[config.mk]
export PLATFORM = sky130hd
export DESIGN_NAME = exagu_rev_index
export DESIGN_NICKNAME = d
export VERILOG_FILES = /design/src/rtl/exagu_rev_pkg.sv /design/src/rtl/exagu_rev_slice.sv /design/src/rtl/exagu_rev_index.sv
export SDC_FILE = /design/constraint.sdc
export NUM_CORES = 1
export LEC_CHECK = 0
export CAP_MARGIN = 25
export CORE_MARGIN = 3
export CORE_UTILIZATION = 50
export DETAILED_ROUTE_END_ITERATION = 8
export PLACE_DENSITY = 0.87
export RECOVER_POWER = 25
export SLEW_MARGIN = 25
export SYNTH_ARGS = -nofsm -noshare
export SYNTH_HDL_FRONTEND = slang
export SYNTH_SLANG_ARGS = --single-unit
[constraint.sdc]
create_clock -name clock -period 3.4 [get_ports clock]
set_input_delay 0.51 -clock clock [delete_from_list [all_inputs] [get_ports clock]]
set_output_delay 0.51 -clock clock [all_outputs]
set_load 0.01 [all_outputs]
[src/rtl/exagu_rev_pkg.sv]
// exagu_rev_pkg: shared encodings for the reverse AGU (exagu_rev_index).
// Holds the scale encoding, the idUIxt field positions, the 16-bit slice
// width and the index scaling helpers used by the output stage.
package exagu_rev_pkg;

    localparam int SLICE_W        = 16;
    localparam int NUM_SLICES     = 3;
    localparam int INDEX_W        = SLICE_W * NUM_SLICES;
    localparam int UIXT_W         = 9;
    localparam int UIXT_ZEXT_BIT  = 2;
    localparam int UIXT_SCALE_LSB = 0;
    localparam int SCALE_W        = 2;

    // Element size encoded as log2(bytes)
    typedef enum logic [SCALE_W-1:0] {
        SCALE_B = 2'd0,
        SCALE_W2 = 2'd1,
        SCALE_L = 2'd2,
        SCALE_Q = 2'd3
    } scale_e;

    // Per-request control that travels down the pipe with the data
    typedef struct packed {
        logic   zext;
        scale_e scale;
        logic   jq;
    } ctl_t;

    // Divide the byte difference by the element size; sign-extending
    // requests keep a negative difference negative.
    function automatic logic [INDEX_W-1:0] scale_index(
        input logic [INDEX_W-1:0] diff,
        input scale_e             scale,
        input logic               zext
    );
        logic [INDEX_W-1:0] res;
        if (zext) res = diff >> scale;
        else      res = $unsigned($signed(diff) >>> scale);
        return res;
    endfunction

    // Any byte offset left over below the element size
    function automatic logic low_bits_set(
        input logic [INDEX_W-1:0] diff,
        input scale_e             scale
    );
        logic [INDEX_W-1:0] mask;
        mask = (INDEX_W'(1) << scale) - INDEX_W'(1);
        return |(diff & mask);
    endfunction

endpackage

[src/rtl/exagu_rev_slice.sv]
// exagu_rev_slice: one 16-bit slice of the split address subtraction,
// a - b - borrow_in, producing the slice difference and its borrow out.
module exagu_rev_slice
    import exagu_rev_pkg::*;
(
    input  logic [SLICE_W-1:0] i_a,
    input  logic [SLICE_W-1:0] i_b,
    input  logic               i_bin,
    output logic [SLICE_W-1:0] o_d,
    output logic               o_bout
);

    logic [SLICE_W:0] w_diff;

    // The extra top bit goes to 1 exactly when the slice result underflows
    assign w_diff = {1'b0, i_a} - {1'b0, i_b} - {{SLICE_W{1'b0}}, i_bin};
    assign o_d    = w_diff[SLICE_W-1:0];
    assign o_bout = w_diff[SLICE_W];

endmodule

[src/rtl/exagu_rev_index.sv]
// exagu_rev_index: reverse AGU, index = (addr - base) >> scale.
// Three-stage pipeline, one 16-bit subtraction slice per stage, with a
// shared advance enable so the whole pipe stalls as a unit.
// Optional build macro: EXAGU_REV_BOUNDS_EN adds regValLimit/outBndFault.
module exagu_rev_index
    import exagu_rev_pkg::*;
#(
    parameter int ADDR_W = 48
) (
    input  logic              clock,
    input  logic              reset,
    input  logic              inValid,
    output logic              inReady,
    input  logic [ADDR_W-1:0] regValAddr,
    input  logic [ADDR_W-1:0] regValBase,
    input  logic [8:0]        idUIxt,
    input  logic              addrEnJq,
`ifdef EXAGU_REV_BOUNDS_EN
    input  logic [ADDR_W-1:0] regValLimit,
    output logic              outBndFault,
`endif
    output logic              outValid,
    input  logic              outReady,
    output logic [ADDR_W-1:0] regOutIndex,
    output logic              outMisalign
);

    localparam int HI_W = ADDR_W - SLICE_W;

    logic w_adv;
    ctl_t w_ctl_in;
    logic w_unused_uixt;

    // Stage 1 registers
    logic               r_s1_valid;
    logic [SLICE_W-1:0] r_s1_d0;
    logic               r_s1_b0;
    logic [HI_W-1:0]    r_s1_addr_hi;
    logic [HI_W-1:0]    r_s1_base_hi;
    ctl_t               r_s1_ctl;

    // Stage 2 registers
    logic               r_s2_valid;
    logic [SLICE_W-1:0] r_s2_d0;
    logic [SLICE_W-1:0] r_s2_d1;
    logic               r_s2_b1;
    logic [SLICE_W-1:0] r_s2_addr_top;
    logic [SLICE_W-1:0] r_s2_base_top;
    ctl_t               r_s2_ctl;

    // Stage 3 (output) registers
    logic               r_s3_valid;
    logic [ADDR_W-1:0]  r_out_index;
    logic               r_out_misalign;

    // Slice results
    logic [SLICE_W-1:0] w_d0;
    logic               w_b0;
    logic [SLICE_W-1:0] w_d1;
    logic               w_b1;
    logic [SLICE_W-1:0] w_d2_sub;
    logic               w_b2_unused;

    // Output-stage combinational results
    logic [SLICE_W-1:0] w_d2;
    logic [ADDR_W-1:0]  w_diff;
    logic [ADDR_W-1:0]  w_index;
    logic               w_misalign;

    // A full output register blocks everything behind it
    assign w_adv    = !r_s3_valid || outReady;
    assign inReady  = w_adv;
    assign outValid = r_s3_valid;
    assign regOutIndex = r_out_index;
    assign outMisalign = r_out_misalign;

    // idUIxt[8:3] carry no meaning for this unit
    assign w_unused_uixt = ^idUIxt[UIXT_W-1:3];

    // Decode request control fields
    always_comb begin
        w_ctl_in.zext  = idUIxt[UIXT_ZEXT_BIT];
        w_ctl_in.scale = scale_e'(idUIxt[UIXT_SCALE_LSB +: SCALE_W]);
        w_ctl_in.jq    = addrEnJq;
    end

    exagu_rev_slice u_slice0 (
        .i_a    (regValAddr[SLICE_W-1:0]),
        .i_b    (regValBase[SLICE_W-1:0]),
        .i_bin  (1'b0),
        .o_d    (w_d0),
        .o_bout (w_b0)
    );

    exagu_rev_slice u_slice1 (
        .i_a    (r_s1_addr_hi[SLICE_W-1:0]),
        .i_b    (r_s1_base_hi[SLICE_W-1:0]),
        .i_bin  (r_s1_b0),
        .o_d    (w_d1),
        .o_bout (w_b1)
    );

    exagu_rev_slice u_slice2 (
        .i_a    (r_s2_addr_top),
        .i_b    (r_s2_base_top),
        .i_bin  (r_s2_b1),
        .o_d    (w_d2_sub),
        .o_bout (w_b2_unused)
    );

    // Stage 3 combinational: top slice select, scaling and misalignment
    // NOTE: every always_comb output gets a default first so no path can
    // leave it unassigned and infer a latch.
    always_comb begin
        w_d2 = w_d2_sub;
        if (!r_s2_ctl.jq) begin
            w_d2 = r_s2_ctl.zext ? '0 : {SLICE_W{r_s2_d1[SLICE_W-1]}};
        end
        w_diff     = {w_d2, r_s2_d1, r_s2_d0};
        w_index    = scale_index(w_diff, r_s2_ctl.scale, r_s2_ctl.zext);
        w_misalign = low_bits_set(w_diff, r_s2_ctl.scale);
    end

    // Stage 1: low slice difference plus the operands still to be subtracted
    // NOTE: state is written with non-blocking assignments so every stage
    // samples the previous stage's old value on the same edge.
    always_ff @(posedge clock or negedge reset) begin
        if (!reset) begin
            r_s1_valid   <= 1'b0;
            r_s1_d0      <= '0;
            r_s1_b0      <= 1'b0;
            r_s1_addr_hi <= '0;
            r_s1_base_hi <= '0;
            r_s1_ctl     <= '0;
        end else if (w_adv) begin
            r_s1_valid   <= inValid;
            r_s1_d0      <= w_d0;
            r_s1_b0      <= w_b0;
            r_s1_addr_hi <= regValAddr[ADDR_W-1:SLICE_W];
            r_s1_base_hi <= regValBase[ADDR_W-1:SLICE_W];
            r_s1_ctl     <= w_ctl_in;
        end
    end

    // Stage 2: middle slice difference and borrow into the top slice
    always_ff @(posedge clock or negedge reset) begin
        if (!reset) begin
            r_s2_valid    <= 1'b0;
            r_s2_d0       <= '0;
            r_s2_d1       <= '0;
            r_s2_b1       <= 1'b0;
            r_s2_addr_top <= '0;
            r_s2_base_top <= '0;
            r_s2_ctl      <= '0;
        end else if (w_adv) begin
            r_s2_valid    <= r_s1_valid;
            r_s2_d0       <= r_s1_d0;
            r_s2_d1       <= w_d1;
            r_s2_b1       <= w_b1;
            r_s2_addr_top <= r_s1_addr_hi[HI_W-1:SLICE_W];
            r_s2_base_top <= r_s1_base_hi[HI_W-1:SLICE_W];
            r_s2_ctl      <= r_s1_ctl;
        end
    end

    // Stage 3: registered index and misalignment flag, held while stalled
    always_ff @(posedge clock or negedge reset) begin
        if (!reset) begin
            r_s3_valid     <= 1'b0;
            r_out_index    <= '0;
            r_out_misalign <= 1'b0;
        end else if (w_adv) begin
            r_s3_valid     <= r_s2_valid;
            r_out_index    <= w_index;
            r_out_misalign <= w_misalign;
        end
    end

`ifdef EXAGU_REV_BOUNDS_EN
    logic [ADDR_W-1:0] r_s1_limit;
    logic [ADDR_W-1:0] r_s2_limit;
    logic              r_out_bnd;
    logic              w_bnd;

    assign outBndFault = r_out_bnd;

    // Index at or past the limit, compared with the request's signedness
    always_comb begin
        w_bnd = 1'b0;
        if (r_s2_ctl.zext) w_bnd = (w_index >= r_s2_limit);
        else               w_bnd = ($signed(w_index) >= $signed(r_s2_limit));
    end

    // Limit travels with the request; fault flag lands with the index
    always_ff @(posedge clock or negedge reset) begin
        if (!reset) begin
            r_s1_limit <= '0;
            r_s2_limit <= '0;
            r_out_bnd  <= 1'b0;
        end else if (w_adv) begin
            r_s1_limit <= regValLimit;
            r_s2_limit <= r_s1_limit;
            r_out_bnd  <= w_bnd;
        end
    end
`endif

endmodule

Yosys cells after proc, flatten, opt, wreduce, memory -nomap -nowiden --
Cells that the tools add are included.
Word-level totals: register bits 206, output and inout port bits 51, logic and storage cells 36
Cells by class: add/subtract/negate cells 6, shifts and indexed selects 3, multiplexer cells 3, bitwise logic cells 1, reduce and logical (&&, ||, !) cells 3
Operators with widths (count):
- $and 48x48->48 | 1
- $mux 48 | 1
- $reduce_or 48->1 | 1
- $shl 1x2->48 const A | 1
- $shr 48x2->48 | 1
- $sshr 48x2->48 | 1
- $sub 48x2->48 const B | 1
- $sub 16x16->17 | 2
- $mux 16 | 2
- $sub 17x1->17 | 1
- $sub 16x1->16 | 1
- $sub 16x16->16 | 1
- $logic_not 1->1 | 1
- $logic_or 1x1->1 | 1

Logic depth before layout (Yosys ltp) --
Gate-level depths: netlist (run 1).
word-level depth 5, mapped depth 14, mapped depth without buffers 14

Cells and area by module --
A second synthesis (run 1) with hierarchy kept.
Second synthesis, totals: cells, all modules 1532, area total of the unflattened synthesis 12817.3 um^2
By module, submodules not included:
- exagu_rev_index | instances 1, cells each 1010, area each 9142.5 um^2
- exagu_rev_slice | instances 3, cells each 174, area each 1224.9 um^2

Worst setup path before layout (run 1) --
OpenSTA, ideal clock, no wires.
path kind register to register, from register r_s1_b0, to register r_s2_b1, library setup time 0.128 ns, arrival time 3.118 ns, data required time 3.272 ns, slack 0.154 ns, cell stages (with the launch flop) 15, clock period less this slack 3.246 ns, path through dfrtp_1 -> inv_1 -> fa_1 -> inv_1 -> ha_1 -> or2_2 -> fa_1 -> nand2b_1 -> a21o_1 -> a21oi_1 -> o211ai_1 -> and2_1 -> a211oi_1 -> mux2i_1 -> a211oi_1
On the way: word-level cells in the longest chain between the ends 1
Ends and longest elaborated chain:
- start: declaration | line exagu_rev_index.sv:37 | logic r_s1_b0;
- start signal: assignment | line exagu_rev_index.sv:138 | r_s1_b0 <= w_b0;
- $sub 17x1->17 | line exagu_rev_slice.sv:16 | assign w_diff = {1'b0, i_a} - {1'b0, i_b} - {{SLICE_W{1'b0}}, i_bin};
- end signal: assignment | line exagu_rev_index.sv:159 | r_s2_b1 <= w_b1;
- end: declaration | line exagu_rev_index.sv:46 | logic r_s2_b1;
No other way between the ends. A chain may end at the register's enable or synchronous reset.

Worst setup path after layout (run 1) --
from register r_s1_base_hi[0], to register r_s2_b1
On the way: word-level cells in the longest chain between the ends 2
Ends and longest elaborated chain:
- start: declaration | line exagu_rev_index.sv:39 | logic [HI_W-1:0] r_s1_base_hi;
- start signal: assignment | line exagu_rev_index.sv:140 | r_s1_base_hi <= regValBase[ADDR_W-1:SLICE_W];
- $sub 16x16->17 | line exagu_rev_slice.sv:16
- $sub 17x1->17 | line exagu_rev_slice.sv:16
No other way between the ends.

==> results_tabular.tex, run 1 <==
\begin{tabular}{lr}
\hline
Metric & Value \\
\hline
\multicolumn{2}{l}{\textbf{Run status}} \\
\quad Run status & finished, violations left \\
\quad Failing checks & max-capacitance violations, max-slew violations \\
\multicolumn{2}{l}{\textbf{Global routing}} \\
\quad Global routing usage summed across all routing layers & 0.210 \\
\quad Wire length of the first global-routing pass & between 40000 and 50000 um \\
\quad Via count of the first global-routing pass & slightly above 9000 \\
\quad Maximum number of pins on one net before global-route repair & 124 \\
\quad Number of antenna violations at the first check in global routing & 1 \\
\quad Congestion Overflow GR & 0 \\
\multicolumn{2}{l}{\textbf{Synthesis}} \\
\quad Post-synthesis instance total & $\sim$1300 \\
\quad Part of the Yosys area used for sequential elements & 0.442 \\
\quad Largest cells by area after synthesis & sky130\_fd\_sc\_hd\_\_dfrtp\_1 44\%, sky130\_fd\_sc\_hd\_\_nand2\_1 11\%, sky130\_fd\_sc\_hd\_\_ha\_1 8.0\%, sky130\_fd\_sc\_hd\_\_nor2\_1 4.1\%, sky130\_fd\_sc\_hd\_\_inv\_1 3.9\% \\
\quad Dominant synthesized flop cell & sky130\_fd\_sc\_hd\_\_dfrtp\_1 \\
\quad Synth warnings & 0 \\
\quad Most frequent cell after synthesis & sky130\_fd\_sc\_hd\_\_nand2\_1 \\
\quad Count of flip-flops with a built-in enable after synthesis & 0 \\
\quad Synth cell count leaders & 357 x sky130\_fd\_sc\_hd\_\_nand2\_1, 206 x sky130\_fd\_sc\_hd\_\_dfrtp\_1, 128 x sky130\_fd\_sc\_hd\_\_nor2\_1, 120 x sky130\_fd\_sc\_hd\_\_inv\_1, 75 x sky130\_fd\_sc\_hd\_\_ha\_1 \\
\quad Cell variety after synth & 68 \\
\quad Fraction of the mapped netlist area in compound gates & 0.126 \\
\quad Largest area contributor in the synthesized netlist & sky130\_fd\_sc\_hd\_\_dfrtp\_1 \\
\quad Mapped Area & approximately 12000 um\^{}2 \\
\quad Simple-Gate Fraction of Synth Area & 0.199 \\
\quad Fraction of post-synthesis cell area in the top cell type by area & 0.442 \\
\quad Post-synthesis share of cell area spent on xor and xnor gates & 0.0278 \\
\quad Arithmetic-cell share of the synthesized area counting full adders, half adders and majority gates & 0.0890 \\
\quad Synth async-reset ratio & 1.00 \\
\quad Mux contribution to synthesized area & 0.0573 \\
\quad Flip-flop and latch count after synthesis & 206 \\
\quad Nets in the synthesized netlist & 1528 \\
\quad Dominant combinational cell family by area after synthesis & simple AND/OR/NAND/NOR gates \\
\quad Average cell area after synthesis & slightly below 9 um\^{}2 \\
\multicolumn{2}{l}{\textbf{Clock network}} \\
\quad Sink count of the clock tree & $\sim$200 \\
\quad Clock tree from TritonCTS & done \\
\quad Clock latency on the worst-skew pair & 0.51 ns \\
\quad CTS H-tree lvls & 1 \\
\quad Worst-case clock buffer depth & 3 \\
\quad Number of buffers inserted by hold repair at cts & 0 \\
\quad Clk pin slew, worst setup/hold paths & roughly 0.060 ns \\
\quad CTS root buffer & sky130\_fd\_sc\_hd\_\_clkbuf\_16 \\
\quad Total clock buffers created by CTS & 23 \\
\multicolumn{2}{l}{\textbf{Floorplanning}} \\
\quad Number of top-level design ports & between 150 and 200 \\
\quad Die X-Extent & between 150 and 200 um \\
\quad Number of rows in the core area & 55 \\
\quad Full die area & $\sim$25000 um\^{}2 \\
\quad Starting utilization of the core area & 0.512 \\
\quad DIE HEIGHT & about 160 um \\
\quad Area inside the core boundary & around 23000 um\^{}2 \\
\multicolumn{2}{l}{\textbf{Final layout}} \\
\quad Filler Cell Count & approximately 1800 \\
\quad \# diodes & 0 \\
\quad Cell area after layout & about 14000 um\^{}2 \\
\quad Share of layout cells above drive strength 1 & 0.0748 \\
\quad Final standard cell utilization of the core & 0.629 \\
\quad Area Growth Syn to Fin & 22.7\% \\
\quad Final Net Count & 1659 \\
\multicolumn{2}{l}{\textbf{Flow run}} \\
\quad Maxcap violations & 1 \\
\multicolumn{2}{l}{\textbf{Timing}} \\
\quad Number of setup violations in the final report & 0 \\
\quad Clock skew & between 0.02 and 0.025 ns \\
\quad Pin slew with the least headroom to its limit & around 1.9 ns \\
\quad Count of endpoints failing hold in the final timing report & 0 \\
\quad Setup repair after global routing missed its margin & no \\
\quad Count of final max-slew check failures & 74 \\
\quad Max Freq & slightly above 0.3 GHz \\
\quad Max transition margin & -0.247 \\
\quad Shortest period the worst path allows & 3.24 ns \\
\quad Final period util & 0.954 \\
\multicolumn{2}{l}{\textbf{Drt}} \\
\quad Vias per cell & between 5 and 6 \\
\quad Post-route DRC violation count & 0 \\
\quad Number of nets with antenna violations after routing & 0 \\
\quad Initial DRC count & roughly 650 \\
\quad Wire length after detailed routing & between 20000 and 30000 um \\
\quad Pre-Repair DR Iteration Count & 8 \\
\quad Wire per inst & between 15 and 20 um \\
\quad Via count & roughly 9600 \\
\multicolumn{2}{l}{\textbf{Placed design}} \\
\quad Post-DP HPWL & between 15000 and 20000 um \\
\quad Placement-stage cell area & 13500 um\^{}2 \\
\quad Final weighted congestion in routability-driven placement & between 0.8 and 0.9 \\
\quad Buffers on Ports & roughly 150 \\
\multicolumn{2}{l}{\textbf{Worst setup path}} \\
\quad Startpoint types & register \\
\quad Data required time at the worst endpoint & around 3.8 ns \\
\quad Startpoint of the lowest-slack register-to-register path & r\_s1\_base\_hi[0] \\
\quad Cells on worst reg2reg path & 14 \\
\quad Critical path data arrival time & approximately 3.6 ns \\
\quad CP endpoint kind & register \\
\quad Type of the worst setup path & register to register \\
\quad Beginning of the critical path & r\_s1\_base\_hi[0] \\
\quad Biggest fanout along the worst timing path & 3 \\
\multicolumn{2}{l}{\textbf{Pwr}} \\
\quad Sequential power share & 0.292 \\
\quad Total net switching power & 5870 uW \\
\quad Cell-internal power & 8330 uW \\
\quad Clock group share of total power & 0.174 \\
\quad Switching part of the total & 0.414 \\
\quad Leakage power of the design & a little under 0.007 uW \\
\quad Total power after layout & roughly 14000 uW \\
\quad Power per standard cell area & 991 nW/um\^{}2 \\
\quad Worst vdd rail ir drop & 0.452 mV \\
\quad Combinational fraction of design power & 0.533 \\
\multicolumn{2}{l}{\textbf{Worst hold path}} \\
\quad Number of cells on the worst hold path & 2 \\
\quad Worst hold path type & register to register \\
\quad Hold Crit Start & r\_s1\_base\_hi[18] \\
\hline
\end{tabular}
-- per-stage QoR --
step,setup WS (ns),hold slack [ns],TNS (ns),instances
floorplan,0.154,0.214,0,1338
finish,0.158,0.462,0,1797
global placement,0.0168,0.443,0,1756
CTS,0.0302,0.0368,0,1796
global route,0.000917,0.485,0,1797
detailed placement,-0.0506,0.455,-0.0536,1756
-- worst paths after layout --
kind,to,slack (ns)
worst min-delay path,r_s1_base_hi[18],0.46
worst min register to register,r_s1_base_hi[18],0.46
min in group asynchronous,regOutIndex[8],0.48
max in group asynchronous,r_s1_addr_hi[22],0.60
worst max register to register,r_s2_b1,0.16
worst max-delay path,r_s2_b1,0.16
-- layout by cell type (no fill, tap or decap), types with 14 or more instances in the layout --
cell type                           n
sky130_fd_sc_hd__a21oi_1           53
sky130_fd_sc_hd__clkbuf_16         23
sky130_fd_sc_hd__clkdlybuf4s50_1  153
sky130_fd_sc_hd__dfrtp_1          205
sky130_fd_sc_hd__ha_1              75
sky130_fd_sc_hd__inv_1            119
sky130_fd_sc_hd__mux2i_1           14
sky130_fd_sc_hd__mux4_2            19
sky130_fd_sc_hd__nand2_1          357
sky130_fd_sc_hd__nor2_1           128
sky130_fd_sc_hd__o21ai_0           64
sky130_fd_sc_hd__xnor2_1           22
sky130_fd_sc_hd__xor2_1            15
-- critical path: stages, from the launching register on --
cell	delay, ns
sky130_fd_sc_hd__dfrtp_1	0.32
sky130_fd_sc_hd__inv_1	0.06
sky130_fd_sc_hd__fa_1	0.55
sky130_fd_sc_hd__inv_1	0.05
sky130_fd_sc_hd__ha_1	0.19
sky130_fd_sc_hd__or2_4	0.25
sky130_fd_sc_hd__fa_2	0.36
sky130_fd_sc_hd__nand2b_4	0.15
sky130_fd_sc_hd__a21o_1	0.18
sky130_fd_sc_hd__a21oi_2	0.16
sky130_fd_sc_hd__o211ai_1	0.13
sky130_fd_sc_hd__and2_4	0.19
sky130_fd_sc_hd__a211oi_2	0.22
sky130_fd_sc_hd__mux2i_1	0.22
sky130_fd_sc_hd__a211oi_1	0.06
-- per-layer routing --
metal,global-route usage,part of all wire,vias to the layer above
met4,0.0577,0.022,2
li1,-,-,4710
met2,0.337,0.46,273
met5,0,0.00074,-
met3,0.0303,0.058,43
met1,0.300,0.46,4550
-- state kept, by name, indices dropped and copies added, names as in the netlist, 4 cells and up --
name and flops:
r_s2_d0 16, r_s2_d1 16, r_s2_addr_top 16, r_s2_base_top 16, r_s1_d0 16, r_s1_addr_hi 32, r_s1_base_hi 32, r_s1_ctl 4
regOutIndex 48, r_s2_ctl 4
-- cell families after synthesis --
family	count (synthesis)
XOR/XNOR	37
buffers and inverters	182
flip-flops	206
adder cells (fa/ha/maj)	80
AO/OA/AOI/OAI	227
multiplexers	42
AND/OR/NAND/NOR	564
-- cell type report --
class                      count  area, um^2  share of cell area
clock buffer                  31         646              0.0451
clock inverter                 9         110             0.00769
inverter                     120         455              0.0318
multi-input combinational    950        5890               0.411
sequential                   206        5160               0.360
tap                          313         392              0.0273
timing repair buffer         168        1680               0.117
-- power by group through the flow --
stage	clock (uW)	combinational (uW)	sequential [uW]
5_1_grt	2620	8420	4260
2_1_floorplan	0	5180	4020
4_1_cts	2510	7440	4130
3_5_place_dp	0	7340	4160
6_report	2480	7570	4150
3_3_place_gp	0	7120	4100
-- repair_timing --
item                                    CTS  global route
setup buffers                             0             1
gates cloned                              0             0
endpoints found under the setup margin    3             7
resized for setup                         2            10
pin swaps                                 0             7
Note: power is estimated with default switching activity, not from simulation.
==> run 2, diff against run 1 <==
CORE_UTILIZATION = 25   (was 50)
MAX_ROUTING_LAYER = met4   (was not set)
PLACE_DENSITY = 0.54   (was 0.87)
==> run 2 against run 1 <==
Routed wire length rose by 12%. Non-clock buffer count rose by 5. Critical path depth did not move. Flip-flop and latch count did not move. Sequential share of layout area fell by 1.2 points. Setup slack got worse by 0.034 ns. The run still ends with max-capacitance violations, max-slew violations left. Clock power rose by 6%. Clock skew fell by 0.0035 ns. Register-to-register slack got worse by 0.03 ns. Global-route usage fell by 8.5 points. Final cell count rose by 17%.
==> results_tabular.tex, run 2 (synthesis gave the netlist of run 1 again) <==
\begin{tabular}{lr}
\hline
Metric & Value \\
\hline
\multicolumn{2}{l}{\textbf{Run status}} \\
\quad Run status & finished, violations left \\
\quad Failing checks & max-capacitance violations, max-slew violations \\
\multicolumn{2}{l}{\textbf{Floorplanning}} \\
\quad Starting utilization of the core area & 0.255 \\
\quad DIE HEIGHT & approximately 220 um \\
\quad Area inside the core boundary & approximately 46000 um\^{}2 \\
\quad Full die area & 49300 um\^{}2 \\
\quad Number of rows in the core area & 78 \\
\quad Number of top-level design ports & 161 \\
\quad Die X-Extent & about 220 um \\
\multicolumn{2}{l}{\textbf{Timing}} \\
\quad Count of final max-slew check failures & around 100 \\
\quad Max transition margin & -0.789 \\
\quad Slack of the critical path & approximately 0.12 ns \\
\quad Shortest period the worst path allows & between 3 and 4 ns \\
\quad Max Freq & 0.305 GHz \\
\quad Pin slew with the least headroom to its limit & 2.68 ns \\
\quad Number of setup violations in the final report & 0 \\
\quad Count of endpoints failing hold in the final timing report & 0 \\
\quad Final period util & 0.964 \\
\quad Setup repair after global routing missed its margin & yes \\
\quad Clock skew & about 0.019 ns \\
\multicolumn{2}{l}{\textbf{Clock network}} \\
\quad Sink count of the clock tree & 206 \\
\quad Worst-case clock buffer depth & 3 \\
\quad Clock latency on the worst-skew pair & approximately 0.54 ns \\
\quad Clock tree from TritonCTS & done \\
\quad CTS root buffer & sky130\_fd\_sc\_hd\_\_clkbuf\_16 \\
\quad Total clock buffers created by CTS & 25 \\
\quad Clk pin slew, worst setup/hold paths & 0.06 ns \\
\quad CTS H-tree lvls & 1 \\
\quad Number of buffers inserted by hold repair at cts & 0 \\
\multicolumn{2}{l}{\textbf{Drt}} \\
\quad Via count & 9245 \\
\quad Wire length after detailed routing & 30600 um \\
\quad Wire per inst & 14.6 um \\
\quad Initial DRC count & between 300 and 400 \\
\quad Vias per cell & roughly 4.4 \\
\quad Pre-Repair DR Iteration Count & 5 \\
\quad Number of nets with antenna violations after routing & 0 \\
\quad Post-route DRC violation count & 0 \\
\multicolumn{2}{l}{\textbf{Global routing}} \\
\quad Via count of the first global-routing pass & 9076 \\
\quad Global routing usage summed across all routing layers & 0.125 \\
\quad Congestion Overflow GR & 0 \\
\quad Number of antenna violations at the first check in global routing & 0 \\
\quad Wire length of the first global-routing pass & between 40000 and 50000 um \\
\quad Maximum number of pins on one net before global-route repair & $\sim$140 \\
\multicolumn{2}{l}{\textbf{Final layout}} \\
\quad Share of layout cells above drive strength 1 & 0.0863 \\
\quad Area Growth Syn to Fin & 27.0\% \\
\quad Storage element area & slightly above 5000 um\^{}2 \\
\quad \# diodes & 0 \\
\quad Final Net Count & $\sim$1700 \\
\quad Commonest non-fill, non-tap cell in the layout & sky130\_fd\_sc\_hd\_\_nand2\_1 \\
\quad Filler Cell Count & about 4800 \\
\quad Multi-input logic area & 5910 um\^{}2 \\
\quad Final standard cell utilization of the core & 0.324 \\
\quad Number of flip-flops in the largest register & 48 \\
\quad Top library cells by usage in the layout, fill and taps aside & 357 x sky130\_fd\_sc\_hd\_\_nand2\_1, 205 x sky130\_fd\_sc\_hd\_\_dfrtp\_1, 153 x sky130\_fd\_sc\_hd\_\_clkdlybuf4s50\_1 \\
\multicolumn{2}{l}{\textbf{Worst setup path}} \\
\quad Cell family with most CP delay & adder cells \\
\quad Data required time at the worst endpoint & between 3 and 4 ns \\
\quad CP max stage cell & sky130\_fd\_sc\_hd\_\_fa\_1 \\
\quad Worst path cell trace & inv\_2, fa\_1, inv\_1, ha\_2, or2\_4, fa\_2, nand2b\_4, a21o\_1, a21oi\_2, o211ai\_1, and2\_4, a211oi\_2, mux2i\_1, a211oi\_2 \\
\quad Maximum cell stage delay along the critical path & 0.56 ns \\
\quad CP endpoint kind & register \\
\quad Type of the worst setup path & register to register \\
\quad Startpoint types & register \\
\quad Cell mode on critical path & sky130\_fd\_sc\_hd\_\_a211oi\_2 \\
\quad CP bufs+invs & 2 \\
\quad Biggest fanout along the worst timing path & 3 \\
\quad Critical path data arrival time & around 3.7 ns \\
\multicolumn{2}{l}{\textbf{Pwr}} \\
\quad Leakage power of the design & between 0.006 and 0.007 uW \\
\quad Worst vdd rail ir drop & $\sim$0.41 mV \\
\quad Power per standard cell area & between 900 and 1000 nW/um\^{}2 \\
\multicolumn{2}{l}{\textbf{Worst hold path}} \\
\quad Worst hold path type & register to register \\
\multicolumn{2}{l}{\textbf{Flow run}} \\
\quad Maxcap violations & 1 \\
\multicolumn{2}{l}{\textbf{Placed design}} \\
\quad Final weighted congestion in routability-driven placement & approximately 0.85 \\
\quad Worst slack at placement & -0.107 ns \\
\quad Post-DP HPWL & 22700 um \\
\quad Buffers on Ports & 154 \\
\hline
\end{tabular}
run 2: cell type report:
type	instances	share of cell area
multi-input combinational	950	0.399
sequential	206	0.348
timing repair buffer	173	0.117
tap	600	0.0507
clock buffer	32	0.0460
inverter	120	0.0307
clock inverter	14	0.00895
run 2: path summary, 6_finish.rpt:
kind	startpoint	end	slack [ns]	cells after the start
setup reg to reg	r_s1_base_hi[0]	r_s2_b1	0.12	14
min in group asynchronous	reset	r_s1_base_hi[26]	0.79	1
max in group asynchronous	reset	r_s2_ctl[1]	0.84	1
hold reg to reg	r_s2_valid	r_s2_valid	0.46	2
setup / recovery	r_s1_base_hi[0]	r_s2_b1	0.12	14
hold / removal	r_s2_valid	r_s2_valid	0.46	2
run 2: repair_timing:
item,in CTS,in global routing
pin swaps,2,11
resized for setup,2,16
setup buffers,0,3
setup endpoints to repair,3,10
run 2: tightest hold or removal path, cell delays in order (launching register included):
cell and delay (ns):
sky130_fd_sc_hd__dfrtp_1 0.33, sky130_fd_sc_hd__nand2_1 0.05, sky130_fd_sc_hd__nand2_1 0.05
run 2: stage by stage:
step                TNS [ns]  total power (uW)  hold slack [ns]  area (um^2)  cells
global route         -0.0272             15900            0.484        14800   2095
detailed placement    -0.194             11800            0.455        13900   2046
floorplan                  0              9210            0.214        11700   1338
CTS                        0             14600            0.118        14700   2092
global placement      -0.126             11700            0.452        13900   2046
finish                     0             14600            0.461        14800   2095
run 2: metal layers:
layer	vias to the layer above	routed length [um]	global-route usage
met5	-	0	-
met4	0	510	0.0299
met3	35	1020	0.0147
met2	145	13000	0.185
met1	4339	16000	0.181
li1	4726	-	-
run 2: power breakdown:
group,total (uW),leakage [uW],internal (uW),switching (uW)
Sequential,4160,0.00244,3390,766
Combinational,7810,0.00406,3570,4240
Clock,2630,0.000403,1570,1060
==> run 3, diff against run 2 <==
SYNTH_HIERARCHICAL = 1   (was not set)
==> run 3 against run 2 <==
The run still ends with max-capacitance violations, max-slew violations left. Clock power rose by 11%. Final area is 7.3% higher. Global-route usage down 0.081 points. Sequential power rose by 3%. Area after synthesis increased by 9.3%. First-iteration DRC count is 52% higher. Power up 8.2%. Register-to-register slack improved by 0.17 ns. Clock-buffer cell count is the same. Non-clock buffer count down 4. Combinational power is 10% higher. Highest routed layer unchanged.
==> results_tabular.tex, run 3 <==
\begin{tabular}{lr}
\hline
Metric & Value \\
\hline
\multicolumn{2}{l}{\textbf{Worst setup path}} \\
\quad Type of the worst setup path & register to register \\
\quad CP max stage cell & sky130\_fd\_sc\_hd\_\_fa\_1 \\
\quad Startpoint types & register \\
\quad FF-to-FF End & regOutIndex[38] \\
\quad Cells on worst reg2reg path & 12 \\
\quad Data required time at the worst endpoint & 3.85 ns \\
\quad Startpoint of the lowest-slack register-to-register path & r\_s2\_addr\_top[0] \\
\quad Critical path data arrival time & around 3.6 ns \\
\quad R2R Setup Slk & just under 0.3 ns \\
\quad Biggest fanout along the worst timing path & 4 \\
\quad Maximum cell stage delay along the critical path & between 0.5 and 0.6 ns \\
\quad CP endpoint kind & register \\
\quad Worst path cell trace & fa\_1, inv\_1, ha\_1, o21ai\_0, nand2\_1, a41oi\_1, nor2\_1, a311oi\_1, mux2i\_1, mux2i\_1, nand2\_1, a31oi\_1 \\
\multicolumn{2}{l}{\textbf{Run status}} \\
\quad Run status & finished, violations left \\
\quad Failing checks & max-capacitance violations, max-slew violations \\
\multicolumn{2}{l}{\textbf{Drt}} \\
\quad Number of nets with antenna violations after routing & 0 \\
\quad Via count & slightly above 10000 \\
\quad Vias per cell & between 4 and 5 \\
\quad Post-route DRC violation count & 0 \\
\quad Wire length after detailed routing & between 30000 and 40000 um \\
\quad Pre-Repair DR Iteration Count & 5 \\
\quad Wire per inst & around 14 um \\
\quad Initial DRC count & 587 \\
\multicolumn{2}{l}{\textbf{Timing}} \\
\quad Worst hold slack across all endpoints & around 0.46 ns \\
\quad Setup TNS & 0 ns \\
\quad Max Freq & around 0.32 GHz \\
\quad Final period util & 0.914 \\
\quad Slack of the critical path & $\sim$0.3 ns \\
\quad Clock skew & roughly 0.012 ns \\
\quad Setup repair after global routing missed its margin & no \\
\quad Max transition margin & -0.445 \\
\quad Count of endpoints failing hold in the final timing report & 0 \\
\quad Count of final max-slew check failures & 78 \\
\quad Shortest period the worst path allows & 3.11 ns \\
\quad Pin slew with the least headroom to its limit & between 2 and 2.5 ns \\
\quad Number of setup violations in the final report & 0 \\
\multicolumn{2}{l}{\textbf{Worst hold path}} \\
\quad Hold Crit Start & r\_s2\_valid \\
\quad Worst hold path type & register to register \\
\quad Number of cells on the worst hold path & 2 \\
\quad Worst Hold End & r\_s2\_valid \\
\multicolumn{2}{l}{\textbf{Placed design}} \\
\quad Final weighted congestion in routability-driven placement & roughly 0.8 \\
\quad Placement-stage cell area & 15000 um\^{}2 \\
\quad Buffers on Ports & $\sim$150 \\
\quad Post-DP HPWL & $\sim$23000 um \\
\quad Worst slack at placement & roughly 0.27 ns \\
\multicolumn{2}{l}{\textbf{Final layout}} \\
\quad Commonest non-fill, non-tap cell in the layout & sky130\_fd\_sc\_hd\_\_nand2\_1 \\
\quad Area Growth Syn to Fin & 24.6\% \\
\quad Number of flip-flops in the largest register & between 40 and 50 \\
\quad Cell area after layout & 15900 um\^{}2 \\
\quad \# diodes & 0 \\
\quad Final Net Count & roughly 1900 \\
\quad Share of layout cells above drive strength 1 & 0.0723 \\
\quad Top library cells by usage in the layout, fill and taps aside & 514 x sky130\_fd\_sc\_hd\_\_nand2\_1, 204 x sky130\_fd\_sc\_hd\_\_dfrtp\_1, 159 x sky130\_fd\_sc\_hd\_\_inv\_1 \\
\multicolumn{2}{l}{\textbf{Floorplanning}} \\
\quad Die X-Extent & roughly 230 um \\
\quad Number of rows in the core area & between 80 and 90 \\
\quad Area inside the core boundary & between 50000 and 60000 um\^{}2 \\
\quad DIE HEIGHT & about 230 um \\
\quad Full die area & $\sim$54000 um\^{}2 \\
\quad Starting utilization of the core area & 0.254 \\
\quad Number of top-level design ports & $\sim$160 \\
\multicolumn{2}{l}{\textbf{Synthesis}} \\
\quad Nets in the synthesized netlist & around 1700 \\
\quad Post-synthesis instance total & $\sim$1500 \\
\quad Mapped Area & between 10000 and 15000 um\^{}2 \\
\quad Average cell area after synthesis & around 8.4 um\^{}2 \\
\quad Synth warnings & 6 \\
\multicolumn{2}{l}{\textbf{Clock network}} \\
\quad Clock tree from TritonCTS & done \\
\quad CTS root buffer & sky130\_fd\_sc\_hd\_\_clkbuf\_16 \\
\quad Number of buffers inserted by hold repair at cts & 0 \\
\quad CTS H-tree lvls & 1 \\
\quad Total clock buffers created by CTS & 27 \\
\quad Clock latency on the worst-skew pair & about 0.54 ns \\
\quad Worst-case clock buffer depth & 3 \\
\quad Sink count of the clock tree & around 210 \\
\quad Clk pin slew, worst setup/hold paths & 0.06 ns \\
\multicolumn{2}{l}{\textbf{Global routing}} \\
\quad Via count of the first global-routing pass & 10300 \\
\quad Congestion Overflow GR & 0 \\
\quad Global routing usage summed across all routing layers & 0.124 \\
\quad Number of antenna violations at the first check in global routing & 0 \\
\quad Maximum number of pins on one net before global-route repair & 183 \\
\quad Wire length of the first global-routing pass & $\sim$53000 um \\
\multicolumn{2}{l}{\textbf{Pwr}} \\
\quad Switching part of the total & 0.431 \\
\quad Sequential power share & 0.271 \\
\quad Power per standard cell area & approximately 1000 nW/um\^{}2 \\
\quad Clock group share of total power & 0.185 \\
\quad Cell-internal power & between 8000 and 9000 uW \\
\quad Total net switching power & slightly below 7000 uW \\
\quad Combinational fraction of design power & 0.545 \\
\quad Leakage power of the design & between 0.007 and 0.008 uW \\
\quad Worst vdd rail ir drop & 0.379 mV \\
\multicolumn{2}{l}{\textbf{Flow run}} \\
\quad Maxcap violations & 1 \\
\hline
\end{tabular}
==> run 3: layout make-up <==
class / count / area [um^2]
fill: 5403 / 34400
multi-input combinational: 1088 / 6670
clock buffer: 32 / 724
sequential: 206 / 5160
timing repair buffer: 169 / 1700
inverter: 161 / 609
clock inverter: 17 / 194
tap: 672 / 841
==> run 3: how the worst max path moves through the flow <==
stage                          start         endpoint  slack [ns]  depth (start not counted)
CTS                 r_s2_addr_top[0]  regOutIndex[43]        0.28                         11
floorplan           r_s2_addr_top[0]      outMisalign        0.72                         12
finish              r_s2_addr_top[0]  regOutIndex[38]        0.29                         12
detailed placement  r_s2_addr_top[0]  regOutIndex[43]        0.27                         11
global placement       regValBase[0]      r_s1_d0[15]        0.30                         12
global route        r_s2_addr_top[0]  regOutIndex[39]        0.03                         12
==> run 3: power by group through the flow <==
stage                     Clock (uW)  Sequential (uW)  Combinational, uW
after floorplan                    0             4090               6210
after global placement             0             4280               8520
after detailed placement           0             4320               8650
after CTS                       3030             4280               8690
after global routing            3130             4420               9710
final                           2920             4270               8600
==> run 3: repair_timing <==
| item | 4_1_cts | 5_1_grt |
|---|---|---|
| endpoints found under the setup margin | 0 | 1 |
| buffers inserted | 0 | 0 |
| resized for setup | 0 | 1 |
==> run 3: per-stage QoR <==
| step | instances | utilization | power, uW |
|---|---|---|---|
| after CTS | 2345 | 0.316 | 16000 |
| after global routing | 2345 | 0.316 | 17300 |
| after detailed placement | 2296 | 0.298 | 13000 |
| after global placement | 2296 | 0.298 | 12800 |
| after floorplan | 1522 | - | 10300 |
| final | 2345 | 0.316 | 15800 |
==> run 3: critical path: cells and delay by family (launching register included) <==
family          cells  cell delay, ns
flops               1            0.40
simple gates        3            0.32
fa+ha+maj           2            0.76
buf+inv             1            0.06
mux                 2            0.34
compound gates      4            1.13
==> run 3: layer usage <==
metal | up-vias | part of all wire | global-route usage
li1 | 5244 | - | -
met1 | 4891 | 0.49 | 0.165
met2 | 168 | 0.44 | 0.194
met3 | 36 | 0.053 | 0.0278
met4 | 0 | 0.019 | 0.0246
met5 | - | 0 | -
